[src/rtl/arm_ctrl_pkg.sv]
// Shared types and encodings for the multicycle ARM control unit.
package arm_ctrl_pkg;

    typedef enum logic [3:0] {
        S_FETCH,
        S_DECODE,
        S_MEMADR,
        S_MEMREAD,
        S_MEMWB,
        S_MEMWRITE,
        S_EXECUTER,
        S_EXECUTEI,
        S_ALUWB,
        S_BRANCH,
        S_UNKNOWN
    } state_t;

    localparam logic [1:0] ALU_ADD = 2'b00;
    localparam logic [1:0] ALU_SUB = 2'b01;
    localparam logic [1:0] ALU_AND = 2'b10;
    localparam logic [1:0] ALU_ORR = 2'b11;

    localparam logic [3:0] CMD_ADD = 4'b0100;
    localparam logic [3:0] CMD_SUB = 4'b0010;
    localparam logic [3:0] CMD_AND = 4'b0000;
    localparam logic [3:0] CMD_ORR = 4'b1100;

    localparam logic [1:0] OP_DP  = 2'b00;
    localparam logic [1:0] OP_MEM = 2'b01;
    localparam logic [1:0] OP_BR  = 2'b10;

    localparam logic [3:0] COND_EQ = 4'b0000;
    localparam logic [3:0] COND_NE = 4'b0001;
    localparam logic [3:0] COND_CS = 4'b0010;
    localparam logic [3:0] COND_CC = 4'b0011;
    localparam logic [3:0] COND_MI = 4'b0100;
    localparam logic [3:0] COND_PL = 4'b0101;
    localparam logic [3:0] COND_VS = 4'b0110;
    localparam logic [3:0] COND_VC = 4'b0111;
    localparam logic [3:0] COND_HI = 4'b1000;
    localparam logic [3:0] COND_LS = 4'b1001;
    localparam logic [3:0] COND_GE = 4'b1010;
    localparam logic [3:0] COND_LT = 4'b1011;
    localparam logic [3:0] COND_GT = 4'b1100;
    localparam logic [3:0] COND_LE = 4'b1101;
    localparam logic [3:0] COND_AL = 4'b1110;

    localparam logic [1:0] SRCA_REG    = 2'b00;
    localparam logic [1:0] SRCA_PC     = 2'b01;
    localparam logic [1:0] SRCA_ALUOUT = 2'b10;

    localparam logic [1:0] SRCB_WD   = 2'b00;
    localparam logic [1:0] SRCB_IMM  = 2'b01;
    localparam logic [1:0] SRCB_FOUR = 2'b10;

    localparam logic [1:0] RES_ALUOUT    = 2'b00;
    localparam logic [1:0] RES_DATA      = 2'b01;
    localparam logic [1:0] RES_ALURESULT = 2'b10;

    // flags are {N,Z,C,V}
    function automatic logic cond_check(input logic [3:0] cond, input logic [3:0] flags);
        logic n, z, c, v;
        logic res;
        {n, z, c, v} = flags;
        case (cond)
            COND_EQ: res = z;
            COND_NE: res = ~z;
            COND_CS: res = c;
            COND_CC: res = ~c;
            COND_MI: res = n;
            COND_PL: res = ~n;
            COND_VS: res = v;
            COND_VC: res = ~v;
            COND_HI: res = c & ~z;
            COND_LS: res = ~(c & ~z);
            COND_GE: res = (n == v);
            COND_LT: res = (n != v);
            COND_GT: res = ~z & (n == v);
            COND_LE: res = ~(~z & (n == v));
            COND_AL: res = 1'b1;
            default: res = 1'b0;
        endcase
        return res;
    endfunction

endpackage

[src/rtl/main_fsm.sv]
// Moore main FSM: state register, next-state logic and per-state datapath controls.
module main_fsm
    import arm_ctrl_pkg::*;
(
    input  logic       clk,
    input  logic       reset,
    input  logic [1:0] op,
    input  logic       funct5,
    input  logic       funct0,
    output logic       is_decode,
    output logic       ir_write,
    output logic       next_pc,
    output logic       reg_w,
    output logic       mem_w,
    output logic       branch,
    output logic       alu_op,
    output logic       adr_src,
    output logic [1:0] alu_src_a,
    output logic [1:0] alu_src_b,
    output logic [1:0] result_src
);

    state_t state_q, state_d;
    state_t cur;

    always_ff @(posedge clk) begin
        if (reset) begin
            state_q <= S_FETCH;
        end else begin
            state_q <= state_d;
        end
    end

    always_comb begin
        state_d = S_FETCH;
        case (state_q)
            S_FETCH:  state_d = S_DECODE;
            S_DECODE: begin
                case (op)
                    OP_MEM:  state_d = S_MEMADR;
                    OP_DP:   state_d = funct5 ? S_EXECUTEI : S_EXECUTER;
                    OP_BR:   state_d = S_BRANCH;
                    default: state_d = S_FETCH;
                endcase
            end
            S_MEMADR:   state_d = funct0 ? S_MEMREAD : S_MEMWRITE;
            S_MEMREAD:  state_d = S_MEMWB;
            S_EXECUTER: state_d = S_ALUWB;
            S_EXECUTEI: state_d = S_ALUWB;
            default:    state_d = S_FETCH;
        endcase
    end

    // While reset is held the controls decode as FETCH; the enables are masked by the parent.
    always_comb begin
        cur        = reset ? S_FETCH : state_q;
        is_decode  = 1'b0;
        ir_write   = 1'b0;
        next_pc    = 1'b0;
        reg_w      = 1'b0;
        mem_w      = 1'b0;
        branch     = 1'b0;
        alu_op     = 1'b0;
        adr_src    = 1'b0;
        alu_src_a  = SRCA_REG;
        alu_src_b  = SRCB_WD;
        result_src = RES_ALUOUT;
        case (cur)
            S_FETCH: begin
                alu_src_a  = SRCA_PC;
                alu_src_b  = SRCB_FOUR;
                result_src = RES_ALURESULT;
                ir_write   = 1'b1;
                next_pc    = 1'b1;
            end
            S_DECODE: begin
                is_decode  = 1'b1;
                alu_src_a  = SRCA_PC;
                alu_src_b  = SRCB_FOUR;
                result_src = RES_ALURESULT;
            end
            S_MEMADR: begin
                alu_src_b = SRCB_IMM;
            end
            S_MEMREAD: begin
                adr_src = 1'b1;
            end
            S_MEMWB: begin
                result_src = RES_DATA;
                reg_w      = 1'b1;
            end
            S_MEMWRITE: begin
                adr_src = 1'b1;
                mem_w   = 1'b1;
            end
            S_EXECUTER: begin
                alu_op = 1'b1;
            end
            S_EXECUTEI: begin
                alu_src_b = SRCB_IMM;
                alu_op    = 1'b1;
            end
            S_ALUWB: begin
                reg_w = 1'b1;
            end
            S_BRANCH: begin
                alu_src_a  = SRCA_ALUOUT;
                alu_src_b  = SRCB_IMM;
                result_src = RES_ALURESULT;
                branch     = 1'b1;
            end
            default: ;
        endcase
    end

endmodule

[src/rtl/controller.sv]
// Multicycle ARM control unit: instruction decode, condition logic with flags register,
// and the main FSM producing all datapath selects and enables.
module controller
    import arm_ctrl_pkg::*;
(
    input  logic        clk,
    input  logic        reset,
    input  logic [19:0] Instr,
    input  logic [3:0]  ALUFlags,
    output logic        PCWrite,
    output logic        MemWrite,
    output logic        RegWrite,
    output logic        IRWrite,
    output logic        AdrSrc,
    output logic [1:0]  RegSrc,
    output logic [1:0]  ALUSrcA,
    output logic [1:0]  ALUSrcB,
    output logic [1:0]  ResultSrc,
    output logic [1:0]  ImmSrc,
    output logic [1:0]  ALUControl
);

    logic [3:0] cond;
    logic [1:0] op;
    logic [5:0] funct;
    logic [3:0] rd;
    logic       unused_rn;

    assign cond      = Instr[19:16];
    assign op        = Instr[15:14];
    assign funct     = Instr[13:8];
    assign rd        = Instr[3:0];
    assign unused_rn = ^Instr[7:4];

    logic is_decode, ir_write, next_pc, reg_w, mem_w, branch, alu_op;

    main_fsm u_main_fsm (
        .clk        (clk),
        .reset      (reset),
        .op         (op),
        .funct5     (funct[5]),
        .funct0     (funct[0]),
        .is_decode  (is_decode),
        .ir_write   (ir_write),
        .next_pc    (next_pc),
        .reg_w      (reg_w),
        .mem_w      (mem_w),
        .branch     (branch),
        .alu_op     (alu_op),
        .adr_src    (AdrSrc),
        .alu_src_a  (ALUSrcA),
        .alu_src_b  (ALUSrcB),
        .result_src (ResultSrc)
    );

    assign ImmSrc = op;
    assign RegSrc = {op == OP_MEM, op == OP_BR};

    logic [1:0] flag_w;

    always_comb begin
        ALUControl = ALU_ADD;
        flag_w     = 2'b00;
        if (alu_op) begin
            case (funct[4:1])
                CMD_ADD: ALUControl = ALU_ADD;
                CMD_SUB: ALUControl = ALU_SUB;
                CMD_AND: ALUControl = ALU_AND;
                CMD_ORR: ALUControl = ALU_ORR;
                default: ALUControl = ALU_ADD;
            endcase
            flag_w[1] = funct[0];
            flag_w[0] = funct[0] & ((funct[4:1] == CMD_ADD) | (funct[4:1] == CMD_SUB));
        end
    end

    logic [3:0] flags_q, flags_d;
    logic       cond_ex_r_q, cond_ex_r_d;
    logic       cond_ex;

    assign cond_ex = cond_check(cond, flags_q);

    always_comb begin
        cond_ex_r_d = is_decode ? cond_ex : cond_ex_r_q;
        flags_d     = flags_q;
        if (flag_w[1] & cond_ex_r_q) begin
            flags_d[3:2] = ALUFlags[3:2];
        end
        if (flag_w[0] & cond_ex_r_q) begin
            flags_d[1:0] = ALUFlags[1:0];
        end
    end

    always_ff @(posedge clk) begin
        if (reset) begin
            flags_q     <= '0;
            cond_ex_r_q <= 1'b0;
        end else begin
            flags_q     <= flags_d;
            cond_ex_r_q <= cond_ex_r_d;
        end
    end

    // reg_w is only raised in the write-back states, so PCS there reduces to Rd==15.
    logic pcs;
    assign pcs = ((rd == 4'hF) & reg_w) | branch;

    assign PCWrite  = ~reset & (next_pc | (pcs & cond_ex_r_q));
    assign RegWrite = ~reset & reg_w & cond_ex_r_q;
    assign MemWrite = ~reset & mem_w & cond_ex_r_q;
    assign IRWrite  = ~reset & ir_write;

endmodule
[config.mk]
export PLATFORM = sky130hd
export DESIGN_NAME = controller
export DESIGN_NICKNAME = d
export VERILOG_FILES = /design/src/rtl/arm_ctrl_pkg.sv /design/src/rtl/main_fsm.sv /design/src/rtl/controller.sv
export SDC_FILE = /design/constraint.sdc
export NUM_CORES = 1
export LEC_CHECK = 0
export BUFFER_PORTS_ARGS = -buffer_cell sky130_fd_sc_hd__buf_2
export CORE_MARGIN = 8
export CORE_UTILIZATION = 45
export CTS_CLUSTER_SIZE = 14
export DETAILED_ROUTE_END_ITERATION = 6
export MAX_ROUTING_LAYER = met4
export PLACE_DENSITY = 0.9
export SLEW_MARGIN = 20
export SYNTH_ARGS = -nofsm -noshare
export SYNTH_HDL_FRONTEND = slang
export SYNTH_HIERARCHICAL = 1
export SYNTH_SLANG_ARGS = --single-unit
[constraint.sdc]
create_clock -name clk -period 2 [get_ports clk]
set_input_delay 0.1 -clock clk [delete_from_list [all_inputs] [get_ports clk]]
set_output_delay 0.1 -clock clk [all_outputs]
set_load 0.01 [all_outputs]
==> run_results.csv <==
group,metric,value,unit
drt,drtIter0Drc,34,
cts,postCtsSetupBuffers,0,
worst_setup_path,worstSetupStartpointType,"flip-flop",
cts,clockRootBuffer,"clkbuf_4",
placed_design,numPortBuffers,38,
sta,setup_viol,0,
flow_run,cap_violations,0,
sta,fin_skew,0.00261,ns
synth,synth_edf_count,0,
synth,ys.flop_type,"dfxtp_1",
global_routing,grtUsageMet3,0.0280,
synth,avgSynthCellArea,7.28,µm²
synth,synth_top_area_frac,0.205,
finish,n_antenna_cell,0,
sta,hold_violations,0,
power_and_ir_drop,p_int,0.326,mW
floorplan,die_x,60.2,µm
synth,synth_warnings,6,
global_routing,antenna_found_initial,0,
cts,clk_pin_slew_worst_paths,0.07,ns
synth,yosysTopAreaCell,"dfxtp_1",
floorplan,rows,16,
drt,first_pass_iters,4,
floorplan,die-area,3630,µm²
cts,hold_buffers,0,
worst_setup_path,cp_max_fo,9,
drt,via_count,980,
sta,setup_tns,0,ns
finish,nets,183,
power_and_ir_drop,sequentialPowerShare,0.404,
worst_setup_path,worst-setup-path-type,"flip-flop to flip-flop",
power_and_ir_drop,pwr-share-comb,0.292,
global_routing,grt_start_max_net_pins,15,
run_status,outcome,"completed",
cts,tritoncts,"built",
floorplan,die_y,60.2,µm
global_routing,grt.busiest_layer,"met2",
cts,clock-sinks,9,
drt,ant_nets,0,
finish,final_layout_size_suffix_gt1_frac,0.327,
finish,nFillCells,194,
global_routing,grt_pass1_vias,960,
global_routing,grt.overflow.total,0,
synth,synth-seq-area-share,0.205,
sta,worstMarginPinSlew,0.366,ns
cts,numCtsBuffers,3,
sta,period_needed,1.81,ns
finish,syn2layout_area_growth,22.0,%
worst_setup_path,arrival,1.96,ns
synth,synthesis.nets,147,
worst_setup_path,required,2.15,ns
global_routing,track_usage,0.141,
drt,post_drt_via_cell_ratio,5.36,
synth,syn_area,881,µm²
synth,synth_area_leaders,"dfxtp_1, nor2_1, buf_4",
power_and_ir_drop,switching_share,0.330,
synth,synthCells,121,
power_and_ir_drop,peakVddDrop,0.265,mV
cts,cts_resized,0,
sta,setup_ws,0.191,ns
finish,ff_latch_area,180,µm²
synth,synth-seq-cells,9,
drt,drc,0,
synth,yosysUniqueCellTypes,43,
sta,fin_crit_sh,0.905,
sta,clock.fmax,0.553,GHz
floorplan,start_util,0.463,
power_and_ir_drop,switching_power,0.160,mW
sta,rsz0062_at_grt,"no",
global_routing,grt_pass1_wl,3.86,mm
worst_setup_path,cp-end-kind,"flip-flop",
cts,clkLatencyLatePin,0.27,ns
floorplan,core_area,1900,µm²
power_and_ir_drop,p_clk_frac,0.304,
drt,wirelength,2.44,mm
placed_design,dp_worst_setup_slack,0.192,ns
finish,multiInputGateArea,587,µm²
power_and_ir_drop,power_per_cell_area,452,nW/µm²
sta,drv_slew,0,
sta,slew_headroom,0.756,
placed_design,routabilityCongestion,0.950,
hold_path,hold_path.class,"input port to flip-flop",
power_and_ir_drop,leakage,0.504,nW
placed_design,dp_hpwl,1.89,mm
synth,async_reset_ff_frac,0,
cts,clk_path_buf_depth,2,
global_routing,grt_use_met1,0.127,
drt,wire_per_inst,13.3,µm
global_routing,use_met2,0.253,
cts,htree_levels,1,
floorplan,ioPinCount,43,
final timing paths:
path	from	to	slack (ns)	depth (start not counted)
setup / recovery	u_main_fsm/state_q[3]	flags_q[0]	0.19	7
hold / removal	ALUFlags[1]	flags_q[1]	0.06	3
setup reg to reg	u_main_fsm/state_q[3]	flags_q[0]	0.19	7
hold reg to reg	u_main_fsm/state_q[2]	u_main_fsm/state_q[3]	0.53	2
cell families after synthesis:
| logic type | synth area share |
|---|---|
| xor gates and xnor gates | 0.0497 |
| and+or+nand+nor | 0.364 |
| AOI/OAI and AO/OA | 0.205 |
| buffers and inverters | 0.132 |
| muxes | 0.0455 |
| DFF | 0.205 |
cells in the mapped netlist, types with 2 or more instances:
cell type / n
a21oi_1: 5
a311oi_1: 2
buf_6: 2
or3_1: 2
nor3_1: 3
o31ai_1: 2
o21ai_0: 6
xnor2_1: 2
xor2_1: 3
a31oi_1: 2
nor2_1: 20
nand2b_1: 2
mux2i_1: 4
nor2b_1: 5
nand3b_1: 2
or4b_1: 2
nand2_1: 7
dfxtp_1: 9
nand4_1: 2
buf_4: 8
inv_1: 9
state kept, by name, indices dropped and copies added (netlist names):
name,cells
u_main_fsm/state_q,4
flags_q,4
cond_ex_r_q,1
layout make-up:
type	count	area share
Sequential cell	9	0.168
Clock inverter	1	0.00466
Tap cell	27	0.0314
Clock buffer	3	0.0210
Timing Repair Buffer	41	0.198
Inverter	9	0.0314
Multi-Input combinational cell	93	0.546
layer usage:
layer  vias to the layer above  routed length, µm  share of wire
li1                        500                  -              -
met1                       432                959           0.39
met2                        39               1180           0.48
met3                         9                214          0.088
met4                         0                 89          0.036
met5                         -                  0              0
worst max-delay path, cell delays in order (launching register included):
cell	delay, ns
dfxtp_1	0.40
nor2_2	0.16
nand2_1	0.10
nor2_1	0.14
nand3_1	0.12
or4_1	0.54
mux2i_1	0.17
nor2_1	0.05
power groups by stage:
| stage | sequential (mW) | combinational [mW] | clock (mW) |
|---|---|---|---|
| CTS | 0.196 | 0.141 | 0.154 |
| global placement | 0.200 | 0.133 | 0 |
| floorplan | 0.192 | 0.104 | 0 |
| finish | 0.196 | 0.142 | 0.148 |
| global route | 0.198 | 0.156 | 0.159 |
| detailed placement | 0.200 | 0.140 | 0 |
placed cells by master (no fill, tap or decap), types with 2 or more instances in the layout:
cell       n
o31ai_1    2
mux2i_1    4
dfxtp_1    9
clkbuf_4   3
a31oi_1    2
or3_1      2
o21ai_0    6
nor3_1     3
nand3b_1   2
buf_2     38
xnor2_1    2
nand4_1    2
nand2_1    7
nand2b_1   2
a21oi_1    5
or4b_1     2
inv_1      9
a311oi_1   2
nor2b_1    5
buf_4      3
nor2_1    19
xor2_1     3
stage by stage:
step	power, mW	area (µm²)	cells	utilization	hold WS (ns)
CTS	0.491	1070	183	0.564	0.0607
finish	0.486	1070	183	0.565	0.0618
global route	0.512	1070	183	0.565	0.0763
floorplan	0.296	881	121	-	0.172
global placement	0.333	1040	179	0.549	0.336
detailed placement	0.340	1040	179	0.549	0.343
(Power assumes the default switching activity.)
